===== src/rtl/led_scanner_pkg.sv =====
// Shared types and helpers for the LED scanner: the scan-mode encoding and
// a counter-width helper that stays legal when a divide ratio of 1 is chosen.
package led_scanner_pkg;

    typedef enum logic [1:0] {
        BOUNCE    = 2'd0,
        WRAP_UP   = 2'd1,
        WRAP_DOWN = 2'd2,
        HOLD      = 2'd3
    } scan_mode_t;

    // A register needs at least one bit even when it only ever holds zero.
    function automatic int unsigned cnt_width(input int unsigned span);
        return (span > 1) ? $clog2(span) : 1;
    endfunction

endpackage


===== src/rtl/led_tick_gen.sv =====
// Free-running divider: asserts tick for one cycle every TICK_DIV enabled
// cycles; the count freezes while en is low and resumes where it stopped.
module led_tick_gen
    import led_scanner_pkg::*;
#(
    parameter int unsigned TICK_DIV = 50_000_000
) (
    input  logic inclk,
    input  logic reset_n,
    input  logic en,
    output logic tick
);

    localparam int unsigned      CW       = cnt_width(TICK_DIV);
    localparam logic [CW-1:0]    CNT_LAST = CW'(TICK_DIV - 1);

    logic [CW-1:0] tick_cnt;

    // Combinational so the position update lands on the wrap cycle itself.
    assign tick = en && (tick_cnt == CNT_LAST);

    // NOTE: sequential state uses non-blocking assignments so every register
    // samples pre-edge values regardless of statement order.
    always_ff @(posedge inclk or negedge reset_n) begin
        if (!reset_n) begin
            tick_cnt <= '0;
        end else if (en) begin
            tick_cnt <= (tick_cnt == CNT_LAST) ? '0 : tick_cnt + CW'(1);
        end
    end

endmodule


===== src/rtl/led_scanner.sv =====
// One-hot LED scanner: steps a lit position across N_LEDS outputs on each
// divider tick, in bounce, wrap-up, wrap-down or hold mode.
module led_scanner
    import led_scanner_pkg::*;
#(
    parameter int unsigned N_LEDS   = 8,
    parameter int unsigned TICK_DIV = 50_000_000
) (
    input  logic                      inclk,
    input  logic                      reset_n,
    input  logic                      en,
    input  logic [1:0]                mode,
    output logic [N_LEDS-1:0]         led,
    output logic [$clog2(N_LEDS)-1:0] pos,
    output logic                      dir,
    output logic                      step
);

    localparam int unsigned        PW      = $clog2(N_LEDS);
    localparam logic [PW-1:0]      POS_TOP = PW'(N_LEDS - 1);
    localparam logic [N_LEDS-1:0]  LED_ONE = N_LEDS'(1);

    logic          tick;
    logic [PW-1:0] next_pos;
    logic          next_dir;

    led_tick_gen #(
        .TICK_DIV (TICK_DIV)
    ) u_tick_gen (
        .inclk   (inclk),
        .reset_n (reset_n),
        .en      (en),
        .tick    (tick)
    );

    // NOTE: every always_comb output gets a default first, so no path leaves
    // a signal unassigned and no latch is inferred.
    always_comb begin
        next_pos = pos;
        next_dir = dir;
        case (scan_mode_t'(mode))
            BOUNCE: begin
                // Ends reverse immediately: the end LED is lit for one step only.
                if (dir) begin
                    if (pos == POS_TOP) begin
                        next_dir = 1'b0;
                        next_pos = POS_TOP - PW'(1);
                    end else begin
                        next_pos = pos + PW'(1);
                    end
                end else begin
                    if (pos == '0) begin
                        next_dir = 1'b1;
                        next_pos = PW'(1);
                    end else begin
                        next_pos = pos - PW'(1);
                    end
                end
            end
            WRAP_UP:   next_pos = (pos == POS_TOP) ? '0 : pos + PW'(1);
            WRAP_DOWN: next_pos = (pos == '0) ? POS_TOP : pos - PW'(1);
            HOLD:      next_pos = pos;
        endcase
    end

    // led is registered alongside pos so the two can never disagree.
    always_ff @(posedge inclk or negedge reset_n) begin
        if (!reset_n) begin
            pos  <= '0;
            dir  <= 1'b1;
            led  <= LED_ONE;
            step <= 1'b0;
        end else begin
            step <= tick;
            if (tick) begin
                pos <= next_pos;
                dir <= next_dir;
                led <= LED_ONE << next_pos;
            end
        end
    end

endmodule

===== config.mk =====
export PLATFORM = sky130hd
export DESIGN_NAME = led_scanner
export DESIGN_NICKNAME = d
export VERILOG_FILES = /design/src/rtl/led_scanner_pkg.sv /design/src/rtl/led_tick_gen.sv /design/src/rtl/led_scanner.sv
export SDC_FILE = /design/constraint.sdc
export NUM_CORES = 1
export LEC_CHECK = 0
export CAP_MARGIN = 20
export CORE_AREA = 3 3 74 76
export DETAILED_ROUTE_END_ITERATION = 16
export DIE_AREA = 0 0 77 79
export DONT_BUFFER_PORTS = 1
export SYNTH_ARGS = -nofsm -noshare
export SYNTH_HDL_FRONTEND = slang
export SYNTH_SLANG_ARGS = --single-unit
export TNS_END_PERCENT = 5

===== constraint.sdc =====
create_clock -name inclk -period 5.3 [get_ports inclk]
set_input_delay 1.06 -clock inclk [delete_from_list [all_inputs] [get_ports inclk]]
set_output_delay 1.06 -clock inclk [all_outputs]
set_load 0.05 [all_outputs]

==> out/results.ini <==
[cts]
cts_resized=0
cts_buffer_depth=2
cts_setup_buffers=0
clk_pin_slew_ns=0.08
cts_tree=built
cts_inserted_buffers=5
clk_latency_ns=0.29
cts-htree-levels=2
root_buffer=clkbuf_8
clock-sinks=39
ctsHoldBuffers=0

[floorplan]
dieArea_um2=6080
rows=25
die_height_um=79
ioPinCount=18
core_area_um2=4790
initial_utilization=0.430
die_w_um=77

[timing]
rsz0062_at_grt=false
finalSetupViolCount=0
period_minus_slack_ns=2.73
finalWorstSetupSlack_ns=2.57
slew_headroom=0.535
fin_hold_ws_ns=0.458
hold_viol_final=0
period_share=0.515
max_freq_ghz=0.366
finClkSkew_ns=0.00458
tightest_slew_ns=0.692
fin_tns_setup_ns=0
drv_slew=0

[place]
placedCellCount=273
preCtsSetupSlack_ns=2.61
port-buffer-count=0
dp_hpwl_um=2980
place.gp.congestion=0.853

[yosys]
syn_nets=219
synth_top_cell_area_share=0.450
postSynthCellCount=207
synthFlopType=dfrtp_1
synthesis.area_um2=2060
synth_edf_count=0
yosys_warnings=0
yosys.area.top_type=dfrtp_1
synth.distinct_cells=44
seq_area_frac_synth=0.476
syn_area_per_cell_um2=9.93
synth.ff_latch_count=39
synthTopCellsByArea=dfrtp_1 (45%), xor2_1 (5.1%), ha_1 (4.3%), nand2_1 (4.0%), nor2_1 (3.8%)
async_flop_share=1.00

[route]
drtPass1Iterations=4
ant_nets=0
drc=0
detail_route.vias_per_cell=5.42
wl_per_cell_um=14.5
wirelength_um=4080
via_count=1523
drtIter0Drc=79

[critical_path]
reg2reg_to=led[2]
arrival_ns=2.95
r2r_cells=8
crit_path_start_kind=flip-flop
reg2reg_slack_ns=2.57
r2r-start=pos[0]
worstPathRequired_ns=5.51
crit_end=led[2]
path_max_fanout=6
worstSetupEndpointType=flip-flop
crit_start=pos[0]
critPathKind=reg -> reg

[finish]
final_util=0.474
nFillCells=443
area_growth_pct=10.3
final_common_cell=dfrtp_1
mostFrequentLayoutCells=dfrtp_1 (37), nand2_1 (22), nor2_1 (21), nand3_1 (12), xor2_1 (12)
antennaDiodeCount=0
drive_gt1_frac=0.107
fin_nets=225
finalNonFillerCells=281

[global_routing]
gr-total-overflow=0
grt_usage=0.147
grt_start_max_net_pins=40
antenna_found_initial=0
grt_pass1_wl_um=7090
grt_pass1_vias=1463

[pwr]
leakage_nw=1.00
p_per_area_nw_per_um2=305
vdd_drop_max_v=0.000148

[hold_path]
hold_class=in -> async

[job]
maxCapViolations=0

[outcome]
status=completed

-- synthesized netlist by cell type (2+ instances only) --
cell,n
nand3_1,12
a31oi_1,3
o21ai_1,5
ha_1,7
nor3_1,3
nor4_1,2
a21o_1,2
inv_1,9
nand2b_1,3
xor2_1,12
nor2_1,21
a21oi_1,8
dfrtp_1,37
nor4_2,2
xnor2_1,8
and3_1,4
nand3_2,3
and2_1,2
nand2_1,22
dfstp_2,2
nand4_1,10
o21ai_0,8
-- worst max-delay path, cell delays in order, from the launching register on --
cell	delay, ns
dfrtp_1	0.71
inv_1	0.15
ha_1	0.27
ha_1	0.24
or3b_1	0.36
a32oi_1	0.27
nand2_1	0.20
or2_2	0.33
o21ai_1	0.13
-- worst min path at each step --
stage / start / to / slack, ns / depth (start not counted)
5_1_grt: reset_n / u_tick_gen.tick_cnt[18] / 0.44 / 0
3_3_place_gp: u_tick_gen.tick_cnt[6] / u_tick_gen.tick_cnt[6] / 0.48 / 1
2_1_floorplan: u_tick_gen.tick_cnt[6] / u_tick_gen.tick_cnt[6] / 0.46 / 1
3_5_place_dp: u_tick_gen.tick_cnt[6] / u_tick_gen.tick_cnt[6] / 0.49 / 1
4_1_cts: reset_n / u_tick_gen.tick_cnt[18] / 0.45 / 0
6_report: reset_n / u_tick_gen.tick_cnt[15] / 0.46 / 0
-- per-layer routing --
layer  share of wire  track usage  vias to the layer above
met3           0.040       0.0397                        8
met1            0.50        0.202                      741
met4           0.014       0.0498                        0
met5               0            0                        -
met2            0.45        0.225                       27
li1                -            -                      747
-- final cells by class --
class	instances	area, µm²	share of cell area
Inverter	10	37.5	0.0166
Sequential cell	39	978	0.432
Tap cell	67	83.8	0.0370
Multi-Input combinational cell	157	1030	0.456
Clock inverter	2	60.1	0.0265
Clock buffer	6	72.6	0.0320
-- power breakdown --
group          internal [mW]  total (mW)  switching [mW]
registers              0.317       0.344          0.0269
clock network          0.188       0.290           0.101
logic                 0.0258      0.0581          0.0323
-- kinds of logic (layout without fill, tap and decap cells) --
logic type	after synthesis	in the layout	share of synthesized area
XOR/XNOR	20	20	0.0852
buffers and inverters	11	18	0.0207
AO/OA/AOI/OAI	34	34	0.0986
multiplexers	3	3	0.0213
AND/OR/NAND/NOR	93	93	0.256
flip-flops	39	39	0.476
adder cells (fa/ha/maj)	7	7	0.0426
-- sequential cells by signal, indices dropped and copies added, names as in the netlist --
register / count
dir: 1
led: 8
pos: 3
step: 1
u_tick_gen.tick_cnt: 26
-- per-stage QoR --
step	total power, mW	area (µm²)
3_5_place_dp	0.407	2130
5_1_grt	0.723	2270
2_1_floorplan	0.392	2060
4_1_cts	0.698	2270
3_3_place_gp	0.407	2130
6_report	0.692	2270
Note: power is estimated with default switching activity, not from simulation.
